===== config.mk =====
export PLATFORM = sky130hd
export DESIGN_NAME = instr_fetch_flat
export DESIGN_NICKNAME = d
export VERILOG_FILES = /design/src/rtl/instr_fetch_if.sv /design/src/rtl/instr_fetch.sv /design/src/flat_wrapper.sv
export SDC_FILE = /design/constraint.sdc
export NUM_CORES = 1
export LEC_CHECK = 0
export ABC_CLOCK_PERIOD_IN_PS = 11020
export BUFFER_PORTS_ARGS = -buffer_cell sky130_fd_sc_hd__buf_2
export CAP_MARGIN = 20
export CELL_PAD_IN_SITES_DETAIL_PLACEMENT = 0
export CELL_PAD_IN_SITES_GLOBAL_PLACEMENT = 1
export CORE_MARGIN = 1
export CORE_UTILIZATION = 48
export CTS_CLUSTER_DIAMETER = 150
export DETAILED_ROUTE_END_ITERATION = 8
export HOLD_SLACK_MARGIN = 0.05
export PLACE_DENSITY = 0.94
export RECOVER_POWER = 100
export SLEW_MARGIN = 5
export SYNTH_ARGS = -nofsm -noshare
export SYNTH_HDL_FRONTEND = slang
export SYNTH_SLANG_ARGS = --single-unit

===== constraint.sdc =====
create_clock -name clk -period 11.02 [get_ports clk]
set_input_delay 1.102 -clock clk [delete_from_list [all_inputs] [get_ports clk]]
set_output_delay 1.102 -clock clk [all_outputs]
set_load 0.03 [all_outputs]

===== src/rtl/instr_fetch_if.sv =====
// rtl/instr_fetch_if.sv - instruction memory, decode hand-off and redirect signals of the fetch unit
interface instr_fetch_if;
  logic        mem_req_valid;
  logic [31:0] mem_req_addr;
  logic        mem_req_ready;
  logic        mem_resp_valid;
  logic [31:0] mem_resp_data;
  logic        instr_valid;
  logic [31:0] instr;
  logic [31:0] instr_pc;
  logic        instr_ready;
  logic        redirect;
  logic [31:0] redirect_pc;

  modport master (
    output mem_req_valid,
    output mem_req_addr,
    input  mem_req_ready,
    input  mem_resp_valid,
    input  mem_resp_data,
    output instr_valid,
    output instr,
    output instr_pc,
    input  instr_ready,
    input  redirect,
    input  redirect_pc
  );

  modport slave (
    input  mem_req_valid,
    input  mem_req_addr,
    output mem_req_ready,
    output mem_resp_valid,
    output mem_resp_data,
    input  instr_valid,
    input  instr,
    input  instr_pc,
    output instr_ready,
    output redirect,
    output redirect_pc
  );
endinterface


===== src/rtl/instr_fetch.sv =====
// rtl/instr_fetch.sv - fetch unit: one outstanding word read, {pc, word} FIFO to decode, redirect flush
module instr_fetch #(
  parameter int unsigned DEPTH    = 2,
  parameter logic [31:0] RESET_PC = 32'h0000_0000
) (
  input logic           clk,
  input logic           rst,
  instr_fetch_if.master bus
);
  localparam int unsigned PW = $clog2(DEPTH);
  localparam int unsigned CW = $clog2(DEPTH + 1);
  localparam logic [CW-1:0] FULL = CW'(DEPTH);

  typedef enum logic {S_REQ, S_WAIT} state_t;

  state_t        r_state;
  logic [31:0]   r_fetch_pc;
  logic [31:0]   r_req_pc;
  logic [31:0]   r_pc_mem   [DEPTH];
  logic [31:0]   r_word_mem [DEPTH];
  logic [PW-1:0] r_rd_ptr;
  logic [PW-1:0] r_wr_ptr;
  logic [CW-1:0] r_count;
  logic          r_discard;
  logic          r_req_valid;
  logic          r_instr_valid;

  logic          w_req_fire;
  logic          w_resp_take;
  logic          w_push;
  logic          w_pop;
  state_t        w_state_nxt;
  logic [CW-1:0] w_count_nxt;
  logic          w_discard_nxt;
  logic [31:0]   w_fetch_pc_nxt;

  assign w_req_fire  = r_req_valid && bus.mem_req_ready;
  assign w_resp_take = (r_state == S_WAIT) && bus.mem_resp_valid;
  assign w_push      = w_resp_take && !r_discard && !bus.redirect;
  assign w_pop       = r_instr_valid && bus.instr_ready && !bus.redirect;

  always_comb begin
    w_state_nxt = r_state;
    case (r_state)
      S_REQ:   if (w_req_fire)  w_state_nxt = S_WAIT;
      S_WAIT:  if (w_resp_take) w_state_nxt = S_REQ;
      default: w_state_nxt = S_REQ;
    endcase
  end

  always_comb begin
    w_count_nxt = r_count;
    if (bus.redirect)
      w_count_nxt = '0;
    else if (w_push && !w_pop)
      w_count_nxt = r_count + CW'(1);
    else if (!w_push && w_pop)
      w_count_nxt = r_count - CW'(1);
  end

  // A redirect leaves a read in flight when it lands in WAIT without data or on an accept.
  always_comb begin
    w_discard_nxt = r_discard;
    if (bus.redirect)
      w_discard_nxt = ((r_state == S_WAIT) && !bus.mem_resp_valid) || w_req_fire;
    else if (w_resp_take)
      w_discard_nxt = 1'b0;
  end

  always_comb begin
    w_fetch_pc_nxt = r_fetch_pc;
    if (bus.redirect)
      w_fetch_pc_nxt = {bus.redirect_pc[31:2], 2'b00};
    else if (w_req_fire)
      w_fetch_pc_nxt = r_fetch_pc + 32'd4;
  end

  always_ff @(posedge clk or posedge rst) begin
    if (rst) begin
      r_state       <= S_REQ;
      r_fetch_pc    <= RESET_PC;
      r_req_pc      <= RESET_PC;
      r_rd_ptr      <= '0;
      r_wr_ptr      <= '0;
      r_count       <= '0;
      r_discard     <= 1'b0;
      r_req_valid   <= 1'b0;
      r_instr_valid <= 1'b0;
      for (int i = 0; i < int'(DEPTH); i++) begin
        r_pc_mem[i]   <= '0;
        r_word_mem[i] <= '0;
      end
    end else begin
      r_state    <= w_state_nxt;
      r_fetch_pc <= w_fetch_pc_nxt;
      r_count    <= w_count_nxt;
      r_discard  <= w_discard_nxt;
      if (w_req_fire)
        r_req_pc <= r_fetch_pc;
      if (w_push) begin
        r_pc_mem[r_wr_ptr]   <= r_req_pc;
        r_word_mem[r_wr_ptr] <= bus.mem_resp_data;
      end
      if (bus.redirect) begin
        r_rd_ptr <= '0;
        r_wr_ptr <= '0;
      end else begin
        if (w_push)
          r_wr_ptr <= r_wr_ptr + PW'(1);
        if (w_pop)
          r_rd_ptr <= r_rd_ptr + PW'(1);
      end
      // Request needs a free slot reserved for its response.
      r_req_valid   <= (w_state_nxt == S_REQ) && (w_count_nxt < FULL);
      r_instr_valid <= (w_count_nxt != '0);
    end
  end

  assign bus.mem_req_valid = r_req_valid;
  assign bus.mem_req_addr  = r_fetch_pc;
  assign bus.instr_valid   = r_instr_valid;
  assign bus.instr         = r_word_mem[r_rd_ptr];
  assign bus.instr_pc      = r_pc_mem[r_rd_ptr];
endmodule


===== src/flat_wrapper.sv =====
// flat-port wrapper written by rule: the top's interface ports become plain ports
module instr_fetch_flat 
#(
  parameter int unsigned DEPTH    = 2,
  parameter logic [31:0] RESET_PC = 32'h0000_0000
)
  (clk, rst, bus_mem_req_valid, bus_mem_req_addr, bus_mem_req_ready, bus_mem_resp_valid, bus_mem_resp_data, bus_instr_valid, bus_instr, bus_instr_pc, bus_instr_ready, bus_redirect, bus_redirect_pc);
  instr_fetch_if bus_i ();
  input logic clk;
  input logic rst;
  output wire logic [$bits(bus_i.mem_req_valid)-1:0] bus_mem_req_valid;
  output wire logic [$bits(bus_i.mem_req_addr)-1:0] bus_mem_req_addr;
  input wire logic [$bits(bus_i.mem_req_ready)-1:0] bus_mem_req_ready;
  input wire logic [$bits(bus_i.mem_resp_valid)-1:0] bus_mem_resp_valid;
  input wire logic [$bits(bus_i.mem_resp_data)-1:0] bus_mem_resp_data;
  output wire logic [$bits(bus_i.instr_valid)-1:0] bus_instr_valid;
  output wire logic [$bits(bus_i.instr)-1:0] bus_instr;
  output wire logic [$bits(bus_i.instr_pc)-1:0] bus_instr_pc;
  input wire logic [$bits(bus_i.instr_ready)-1:0] bus_instr_ready;
  input wire logic [$bits(bus_i.redirect)-1:0] bus_redirect;
  input wire logic [$bits(bus_i.redirect_pc)-1:0] bus_redirect_pc;
  assign bus_mem_req_valid = bus_i.mem_req_valid;
  assign bus_mem_req_addr = bus_i.mem_req_addr;
  assign bus_i.mem_req_ready = bus_mem_req_ready;
  assign bus_i.mem_resp_valid = bus_mem_resp_valid;
  assign bus_i.mem_resp_data = bus_mem_resp_data;
  assign bus_instr_valid = bus_i.instr_valid;
  assign bus_instr = bus_i.instr;
  assign bus_instr_pc = bus_i.instr_pc;
  assign bus_i.instr_ready = bus_instr_ready;
  assign bus_i.redirect = bus_redirect;
  assign bus_i.redirect_pc = bus_redirect_pc;
  instr_fetch #(.DEPTH(DEPTH), .RESET_PC(RESET_PC)) u_core (.clk(clk), .rst(rst), .bus(bus_i));
endmodule

# Word-level counts from Yosys, hierarchy flattened
# Cells that the tools add are included.
dict set report totals {
  reg_bits 200
  latchBits 0
  ramBits 0
  mem_bits_ro 0
  in_bits 70
  output_inout_bits 98
  elab_cells 72
  mem_count 0
}
dict set report classes {
  n_addsub 5
  multipliers 0
  n_div 0
  n_lt_le_gt_ge 4
  eq_ne 0
  n_shift 0
  muxes 24
  bitwise_logic 4
  reduce_logical 22
}
# op count
set ops {}
lappend ops {{$mux 32} 9}
lappend ops {{$bwmux 64} 2}
lappend ops {{$add 32x3->32 const B} 1}
lappend ops {{$demux 32 s1} 1}
lappend ops {{$logic_and 1x1->1} 11}
lappend ops {{$reduce_bool 2->1} 5}
lappend ops {{$mux 1} 8}
lappend ops {{$mux 2} 3}
lappend ops {{$logic_not 1->1} 5}
lappend ops {{$ge 2x2->1 const B} 2}
lappend ops {{$not 1->2} 2}
lappend ops {{$add 1x1->1 const B} 2}
lappend ops {{$add 2x1->2 const B} 1}
lappend ops {{$lt 2x1->1 const B} 1}
lappend ops {{$lt 2x2->1 const B} 1}
lappend ops {{$not 1->1} 2}
lappend ops {{$pmux 1 s2} 1}
lappend ops {{$sub 2x1->2 const B} 1}
lappend ops {{$logic_or 1x1->1} 1}

# Longest topological paths before layout
# Gate-level depths: netlist of run 1.
dict set report logic_depth {
  depth_word 10
  mapped_depth 6
  depth_no_buf 5
}

# Least setup slack after synthesis of run 1
# Ideal clock, no wire load.
dict set report synth_path {
  kind {input port to flip-flop}
  start {input port bus_mem_req_ready}
  end {register u_core.r_fetch_pc[31], in the netlist u_core.bus.mem_req_addr[31]}
  setup_time_ns 0.069
  arrival_time_ns 2.420
  required_ns 10.951
  setup_slack_ns 8.530
  path_stages 5
  path_buffers 1
  path_cell_list {nand2_2 or4_1 clkbuf_2 or4_1 nand3_1}
}
dict set report synth_via {
  elab_chain_cells 2
}
# element line
set synth_lines {}
lappend synth_lines {{start: declaration} flat_wrapper.sv:13} ;# input wire logic [$bits(bus_i.mem_req_ready)-1:0] bus_mem_req_ready;
lappend synth_lines {{$logic_and 1x1->1} instr_fetch.sv:37} ;# assign w_req_fire = r_req_valid && bus.mem_req_ready;
lappend synth_lines {{$reduce_bool 2->1 (no line)} -}
lappend synth_lines {{end signal: assignment} instr_fetch.sv:95} ;# r_fetch_pc <= w_fetch_pc_nxt;
lappend synth_lines {{end: declaration} instr_fetch.sv:17} ;# logic [31:0] r_fetch_pc;
# No other way between the ends.
# A chain may end at the register's enable or synchronous reset.

# Worst setup path after layout of run 1
dict set report layout_path {
  start {input port bus_redirect}
  end {register u_core.r_word_mem[1] in the netlist's numbering}
}
dict set report layout_via {
  elab_chain_cells 2
}
# element line
set layout_lines {}
lappend layout_lines {{start: declaration} flat_wrapper.sv:20} ;# input wire logic [$bits(bus_i.redirect)-1:0] bus_redirect;
lappend layout_lines {{$logic_not 1->1} instr_fetch.sv:39} ;# assign w_push = w_resp_take && !r_discard && !bus.redirect;
lappend layout_lines {{$logic_and 1x1->1} instr_fetch.sv:39}
lappend layout_lines {{end signal: indexed assignment} instr_fetch.sv:102} ;# r_word_mem[r_wr_ptr] <= bus.mem_resp_data;
lappend layout_lines {{end: declaration} instr_fetch.sv:20} ;# logic [31:0] r_word_mem [DEPTH];
# No other way between the ends.

==> results.json, run 1 <==
{
  "vias": 5641,
  "dr.pass1.iters": 4,
  "io_pins": 168,
  "avgSynthCellArea_um2": 13.2,
  "ys_seq_area_share_pct": 56.0,
  "critical_path_class": "input port to flip-flop",
  "r2r_cells": 4,
  "dp.cells": 1005,
  "die_x_um": 136,
  "clk_latency_ps": 420,
  "hold-path-endpoint": "u_core.r_word_mem[16]",
  "start_util_pct": 49.4,
  "synth_seq_cells": 192,
  "comb_power_share_pct": 35.3,
  "synth_cell_types": 45,
  "die-area_um2": 18400,
  "violations": "capacitance limit, slew limit",
  "critPathSlowestCell": "clkbuf_1",
  "crit_top_cell": "clkbuf_1",
  "maxCapViolCount": 8,
  "drt-initial-drc-count": 227,
  "cts_sinks": 192,
  "port_buffers": 161,
  "skew_ps": 7.48,
  "yosysMostFrequentCell": "mux2_2",
  "cp.arrival_ps": 6010,
  "synth_area_leader_cell": "dfrtp_1",
  "via_per_inst": 5.43,
  "netlist.area_leader.share_pct": 56.0,
  "antenna_cells": 0,
  "yosysWarnings": 0,
  "cts.repair.resized": 0,
  "synth_ff_type": "dfrtp_1",
  "slowest_delay_ps": 1670,
  "r2r_slack_ps": 7060,
  "finalPower_mw": 2.72,
  "max_freq_ghz": 0.175,
  "p_per_area_nw_per_um2": 271,
  "seq_power_share_pct": 41.4,
  "synth_edf_count": 0,
  "peakVddDrop_mv": 0.136,
  "status": "complete, but fails checks",
  "num_rows": 48,
  "pre_cts_ws_ps": 7500,
  "wire_per_inst_um": 17.1,
  "syn_inst": 650,
  "grt_pass1_wl_mm": 28.3,
  "grt.overflow.total": 0,
  "clockBufferDepth": 2,
  "grt_max_degree": 123,
  "layout.cells.non_filler": 1038,
  "period_share_pct": 51.8,
  "postSynth.asyncResetShare_pct": 100,
  "fin_ws_ps": 5310,
  "rsz0062_at_grt": "no",
  "grtUsageTotal_pct": 20.0,
  "critPathBufInv": 3,
  "antenna_left": 0,
  "critPathMaxFanout": 58,
  "clk_pin_slew_ps": 60,
  "timing.rr.start": "u_core.r_discard",
  "drc": 0,
  "power_frac_clock_pct": 23.4,
  "hp-class": "flip-flop to flip-flop",
  "area_growth_pct": 16.8,
  "cts_tree": "yes",
  "dp_hpwl_mm": 11.8,
  "synthTopCellsByArea": "dfrtp_1 56%, mux2_2 28%, nand2_1 1.4%",
  "crit_family": "buffers and inverters",
  "postCtsHoldBufs": 0,
  "fin_setup_tns_ps": 0,
  "core_um2": 17400,
  "r2r-end": "u_core.r_word_mem[37]",
  "swShare_pct": 36.5,
  "post_cts_buffers": 0,
  "layout-drive-gt1-share_pct": 38.9,
  "p_leak_nw": 4.43,
  "dieHeight_um": 136,
  "setup_viol": 0,
  "gp_congestion": 0.780,
  "crit_path_start_kind": "input port",
  "fin_util_pct": 57.7,
  "critPathRequiredTime_ps": 11320,
  "hold_depth": 1,
  "h-tree-depth": 4,
  "cts_buffers": 17,
  "syn_area_um2": 8580,
  "hold_viol_final": 0,
  "clock-root-buffer": "clkbuf_16",
  "critPathCaptureType": "flip-flop",
  "p_int_mw": 1.73,
  "antenna_found_initial": 0,
  "nets": 871,
  "drv_slew": 327,
  "min_period_ps": 5710,
  "hp-start": "u_core.r_word_mem[16]",
  "synth_commonest_cells": "211 x mux2_2, 192 x dfrtp_1, 33 x nand2_1, 22 x o21ai_0, 20 x nor2_1",
  "p_sw_mw": 0.994,
  "wl_mm": 17.8,
  "grt_pass1_vias": 5536,
  "relSlewSlack_pct": -255,
  "path_cells": "buf_2 > clkbuf_1 > nor2_1 > nand2_1 > clkbuf_1 > mux2_2",
  "max_slew.worst_pin.slew_ps": 5290
}
[logic make-up after synthesis]
logic type      Yosys count  share of synthesized area, %
mux                     213                          27.9
flops                   192                          56.0
simple gates            126                          7.93
compound gates           56                          4.06
buf+inv                  47                          2.45
xor+xnor                 14                          1.43
fa+ha+maj                 1                         0.146
other cells               1                        0.0437
[final cells by class]
type	instances	area [um^2]
Timing Repair Buffer	169	727
Inverter	6	23.8
Sequential cell	192	4800
Clock inverter	13	176
Clock buffer	19	443
Multi-Input combinational cell	414	3570
Tap cell	225	282
Fill cell	1457	7330
[flip-flops by register name (all words and copies together), names as in the netlist]
register                  count
u_core.bus.instr_valid        1
u_core.r_pc_mem              60
u_core.r_count                2
u_core.r_rd_ptr               1
u_core.bus.mem_req_addr      30
u_core.r_state                1
u_core.bus.mem_req_valid      1
u_core.r_wr_ptr               1
u_core.r_discard              1
u_core.r_req_pc              30
u_core.r_word_mem            64
[power groups by stage]
stage / logic (mW) / registers, mW / clock network [mW]
global route: 1.03 / 1.16 / 0.681
finish: 0.959 / 1.13 / 0.636
floorplan: 0.753 / 1.11 / 0
detailed placement: 0.998 / 1.14 / 0
global placement: 0.979 / 1.12 / 0
CTS: 1.00 / 1.13 / 0.650
[stage by stage]
stage	hold WS (ps)	instance area [um^2]
3_5_place_dp	487	9560
6_report	502	10000
3_3_place_gp	481	9560
4_1_cts	503	10200
2_1_floorplan	460	8590
5_1_grt	514	10000
[layout by cell type, fill, tap and decap left out, types with 5 or more instances in the layout]
cell       instances
mux2_2           209
dfrtp_1          192
clkbuf_1          98
buf_2             70
nand2_1           34
o21ai_0           22
nor2_1            20
nand3_1           18
clkbuf_16         17
or4_1             15
a31oi_1           10
nand4_1            9
o31ai_1            8
xnor2_1            7
xor2_1             7
inv_1              5
[per-layer routing]
| metal | vias up | track usage, % | routed length, um |
|---|---|---|---|
| li1 | 2655 | - | - |
| met2 | 139 | 32.2 | 8410 |
| met4 | 0 | 5.81 | 174 |
| met3 | 14 | 4.64 | 904 |
| met5 | - | 0 | 0 |
| met1 | 2833 | 26.8 | 8280 |
[how the worst max path moves through the flow]
stage | startpoint | end | slack [ps] | depth (start not counted)
after floorplan | rst | u_core.bus.instr_valid | 4690 | 1
after global placement | bus_redirect | u_core.r_word_mem[1] | 7490 | 6
after detailed placement | bus_redirect | u_core.r_pc_mem[29] | 7500 | 6
after CTS | u_core.r_rd_ptr | bus_instr_pc[22] | 7530 | 3
after global routing | bus_redirect | u_core.r_pc_mem[29] | 4810 | 6
final | bus_redirect | u_core.r_word_mem[1] | 5310 | 6
Power figures use the tool's default switching activity.
==> run 2, diff against run 1 <==
ABC_CLOCK_PERIOD_IN_PS = 5800   (was 11020)
CORE_UTILIZATION = 45   (was 48)
PLACE_DENSITY = 0.89   (was 0.94)
clock period = 5.8 ns   (was 11.02 ns; I/O delays follow)
==> run 2 against run 1 <==
The run still ends with capacitance limit, slew limit left. Flip-flop and latch count did not move. Via count rose by 1.0%. Clock-buffer cell count fell by 2. Largest power group unchanged.
==> results.json, run 2 (synthesis results as in run 1) <==
{
  "vias": 5699,
  "critPathCaptureType": "flip-flop",
  "critPathMaxFanout": 33,
  "antenna_found_initial": 0,
  "maxCapViolCount": 4,
  "fin_ws_ps": 1960,
  "clock-root-buffer": "clkbuf_16",
  "via_per_inst": 5.46,
  "grt_pass1_vias": 5573,
  "final_cell_area_um2": 10000,
  "antenna_cells": 0,
  "max_freq_ghz": 0.260,
  "regMostFlops": "u_core.r_word_mem",
  "layout-drive-gt1-share_pct": 38.8,
  "status": "complete, but fails checks",
  "skew_ps": 9.07,
  "path_cells": "nand3b_1 > nor2_1 > nand2_1 > clkbuf_1 > mux2_2",
  "dieHeight_um": 140,
  "start_util_pct": 45.9,
  "drc": 0,
  "largest_reg_flops": 64,
  "die_x_um": 140,
  "postCtsHoldBufs": 0,
  "hp-class": "input port to flip-flop",
  "h-tree-depth": 4,
  "die-area_um2": 19600,
  "clockBufferDepth": 2,
  "peakVddDrop_mv": 0.187,
  "clk_latency_ps": 420,
  "slowest_delay_ps": 1410,
  "nFillCells": 1633,
  "pre_cts_ws_ps": 2980,
  "layout_common_cells": "207 x mux2_2, 191 x dfrtp_1, 95 x clkbuf_1, 70 x buf_2, 34 x nand2_1",
  "cts_buffers": 17,
  "relSlewSlack_pct": -29.1,
  "nets": 871,
  "post_cts_buffers": 0,
  "cts_tree": "yes",
  "critPathRequiredTime_ps": 6100,
  "fin_util_pct": 53.5,
  "fin_setup_tns_ps": 0,
  "cp.arrival_ps": 4150,
  "placed_area_um2": 9590,
  "hold_viol_final": 0,
  "gp_congestion": 0.735,
  "num_rows": 50,
  "grtUsageTotal_pct": 19.1,
  "critical_path_class": "flip-flop to flip-flop",
  "dp_hpwl_mm": 11.7,
  "finalPower_mw": 5.11,
  "area_growth_pct": 16.7,
  "period_share_pct": 66.3,
  "dr.pass1.iters": 4,
  "clk_pin_slew_ps": 70,
  "grt_max_degree": 193,
  "crit_path_start_kind": "flip-flop",
  "cts.repair.resized": 0,
  "wl_mm": 18.0,
  "drt-initial-drc-count": 254,
  "setup_viol": 0,
  "reg_top3": "u_core.r_word_mem x64, u_core.r_pc_mem x60",
  "p_leak_nw": 4.44,
  "antenna_left": 0,
  "port_buffers": 161,
  "wire_per_inst_um": 17.2,
  "min_period_ps": 3840,
  "rsz0062_at_grt": "no",
  "max_slew.worst_pin.slew_ps": 1940,
  "cts_sinks": 192,
  "core_um2": 18700,
  "drv_slew": 129,
  "grt_pass1_wl_mm": 29.2,
  "io_pins": 168,
  "critPathSlowestCell": "clkbuf_1",
  "violations": "capacitance limit, slew limit",
  "grt.overflow.total": 0,
  "p_per_area_nw_per_um2": 510,
  "layout_commonest_cell": "mux2_2"
}
[run 2: changes by cell type in the layout (fill, tap and decap cells not counted), sizes merged]
cell / before / now
clkinv: 3 / 6
clkinvlp: 4 / 2
clkbuf: 117 / 112
buf: 71 / 74
inv: 9 / 6
[run 2: cell type report]
class | instances | area [um^2] | area share [%]
clock buffer | 17 | 425 | 4.25
clock inverter | 11 | 144 | 1.44
inverter | 6 | 23.8 | 0.238
multi-input combinational | 414 | 3570 | 35.6
sequential | 192 | 4810 | 48.0
tap | 234 | 293 | 2.93
timing repair buffer | 169 | 749 | 7.49
[run 2: worst max-delay path: cells and delay by family, from the launching register on]
kind	cells	cell delay, ps
DFF	1	410
buffers and inverters	1	1410
and+or+nand+nor	3	1420
muxes	1	450
[run 2: worst paths after layout]
path | from | to | slack [ps] | cells after the start
min in group asynchronous | rst | u_core.r_word_mem[23] | 470 | 3
max in group asynchronous | rst | u_core.r_req_pc[9] | 4570 | 3
worst min-delay path | bus_redirect_pc[10] | u_core.bus.mem_req_addr[10] | 370 | 3
worst min register to register | u_core.r_req_pc[7] | u_core.r_req_pc[7] | 500 | 2
worst max-delay path | u_core.r_state | u_core.r_pc_mem[23] | 1960 | 5
worst max register to register | u_core.r_state | u_core.r_pc_mem[23] | 1960 | 5
[run 2: per-layer routing]
metal / up-vias / track usage, % / wire, um / share of wire (%)
met3: 15 / 3.32 / 606 / 3.4
met4: 0 / 7.11 / 237 / 1.3
li1: 2658 / - / - / -
met1: 2884 / 26.3 / 8650 / 48
met5: - / 0 / 0 / 0
met2: 142 / 30.4 / 8480 / 47
[run 2: per-stage QoR]
step / hold slack (ps) / std cells
2_1_floorplan: 460 / 653
3_3_place_gp: 481 / 1015
3_5_place_dp: 487 / 1015
4_1_cts: 346 / 1043
5_1_grt: 357 / 1043
6_report: 365 / 1043
[run 2: power by group]
group          total (mW)  leakage, nW  switching [mW]  internal [mW]
Combinational        1.83         1.75            1.09          0.745
Sequential           2.12         2.41           0.293           1.83
Clock                1.15        0.280           0.485          0.668
Total                5.11         4.44            1.86           3.24
==> run 3, diff against run 2 <==
ABC_CLOCK_PERIOD_IN_PS = 3250   (was 5800)
CORE_UTILIZATION = 40   (was 45)
PLACE_DENSITY = 0.85   (was 0.89)
clock period = 3.25 ns   (was 5.8 ns; I/O delays follow)
==> run 3 against run 2 <==
The flow still finishes with violations (capacitance limit, slew limit). Flip-flop and latch count did not move. Global-route usage fell by 1.2 points. Critical path depth fell by 2. Final area rose by 1.1%. Routed wire length rose by 5.0%. Worst hold slack got worse by 270 ps. Combinational power rose by 79%. Clock skew fell by 1.5 ps. Largest power group unchanged. Highest routed layer unchanged.
==> results.json, run 3 (synthesis results as in run 1) <==
{
  "status": "complete, but fails checks",
  "violations": "capacitance limit, slew limit",
  "critPathMaxFanout": 27,
  "dp_hpwl_mm": 12.9,
  "hp-start": "bus_redirect_pc[13]",
  "core_um2": 21000,
  "h-tree-depth": 4,
  "io_pins": 168,
  "cp.arrival_ps": 2250,
  "start_util_pct": 40.8,
  "clk_latency_ps": 430,
  "rsz0062_at_grt": "no",
  "hold-path-endpoint": "u_core.bus.mem_req_addr[13]",
  "clk_pin_slew_ps": 70,
  "crit_path_start_kind": "flip-flop",
  "period_share_pct": 79.1,
  "max_freq_ghz": 0.389,
  "setup_viol": 0,
  "antenna_cells": 0,
  "wire_per_inst_um": 17.3,
  "maxCapViolCount": 2,
  "via_per_inst": 5.22,
  "grtUsageTotal_pct": 18.0,
  "skew_ps": 7.61,
  "vias": 5700,
  "cts.repair.resized": 0,
  "drc": 0,
  "hold_viol_final": 0,
  "fin_setup_tns_ps": 0,
  "p_leak_nw": 4.48,
  "wl_mm": 18.9,
  "num_rows": 53,
  "critPathRequiredTime_ps": 2920,
  "r2r_slack_ps": 720,
  "drv_slew": 60,
  "post_cts_buffers": 0,
  "hp-class": "input port to flip-flop",
  "nFillCells": 1978,
  "regMostFlops": "u_core.r_word_mem",
  "cts_sinks": 192,
  "port_buffers": 161,
  "r2r-end": "u_core.r_word_mem[27]",
  "timing.rr.start": "u_core.r_state",
  "r2r_cells": 5,
  "postCtsHoldBufs": 0,
  "die-area_um2": 22000,
  "antenna_found_initial": 0,
  "critPathCaptureType": "output pin",
  "dieHeight_um": 148,
  "layout_common_cells": "210 x mux2_2, 192 x dfrtp_1, 94 x clkbuf_1, 70 x buf_2, 33 x nand2_1",
  "grt_pass1_vias": 5771,
  "clock-root-buffer": "clkbuf_16",
  "reg_top3": "u_core.r_word_mem x64, u_core.r_pc_mem x60",
  "drt-initial-drc-count": 190,
  "antenna_left": 0,
  "die_x_um": 148,
  "layout_commonest_cell": "mux2_2",
  "finalPower_mw": 9.22,
  "nets": 875,
  "grt_max_degree": 79,
  "cts_tree": "yes",
  "clockBufferDepth": 2,
  "hold_depth": 3,
  "peakVddDrop_mv": 0.314,
  "critical_path_class": "flip-flop to output pin",
  "max_slew.worst_pin.slew_ps": 1570,
  "grt_pass1_wl_mm": 30.8,
  "min_period_ps": 2570,
  "cts_buffers": 17,
  "relSlewSlack_pct": -4.61,
  "grt.overflow.total": 0,
  "p_per_area_nw_per_um2": 911,
  "largest_reg_flops": 64,
  "dr.pass1.iters": 5,
  "layout-drive-gt1-share_pct": 39.9,
  "gp_congestion": 0.744,
  "area_growth_pct": 18.0
}
## run 3: layout make-up
type	count	area (um^2)	share of cell area, %
Clock buffer	19	453	4.48
Clock inverter	13	150	1.48
Sequential cell	192	4800	47.5
Multi-Input combinational cell	414	3570	35.3
Tap cell	275	344	3.40
Inverter	6	23.8	0.235
Timing Repair Buffer	173	773	7.64
## run 3: worst max path at each step
stage,startpoint,end,cells after the start
CTS,u_core.r_rd_ptr,bus_instr_pc[24],3
global route,rst,u_core.r_word_mem[1],3
floorplan,rst,u_core.bus.instr_valid,1
finish,u_core.r_rd_ptr,bus_instr_pc[14],3
detailed placement,bus_mem_req_ready,u_core.bus.mem_req_addr[17],5
global placement,bus_mem_req_ready,u_core.bus.mem_req_addr[31],5
## run 3: worst max-delay path, stage by stage (launching register included)
cell and delay [ps]:
dfrtp_1 690, buf_4 470, mux2_2 380, clkbuf_1 270
## run 3: metrics by stage
stage          utilization (%)  area, um^2  worst slack (ps)  hold slack [ps]  instances
2_1_floorplan                -        8590               449              445        653
3_3_place_gp              46.1        9680               950              481       1060
3_5_place_dp              46.1        9680               919              487       1060
4_1_cts                   48.9       10300               847             57.7       1092
5_1_grt                   48.1       10100               457              102       1092
6_report                  48.1       10100               678             99.0       1092
## run 3: report_power, final
part	internal [mW]	switching (mW)
clock	1.20	0.943
sequential	3.26	0.548
combinational	1.33	1.94
total	5.79	3.43
## run 3: metal layers
metal	vias up	global-route usage, %	routed length (um)
met2	131	28.9	8850
met1	2884	24.6	9050
li1	2671	-	-
met3	14	2.94	730
met4	0	6.03	240
met5	-	0	0
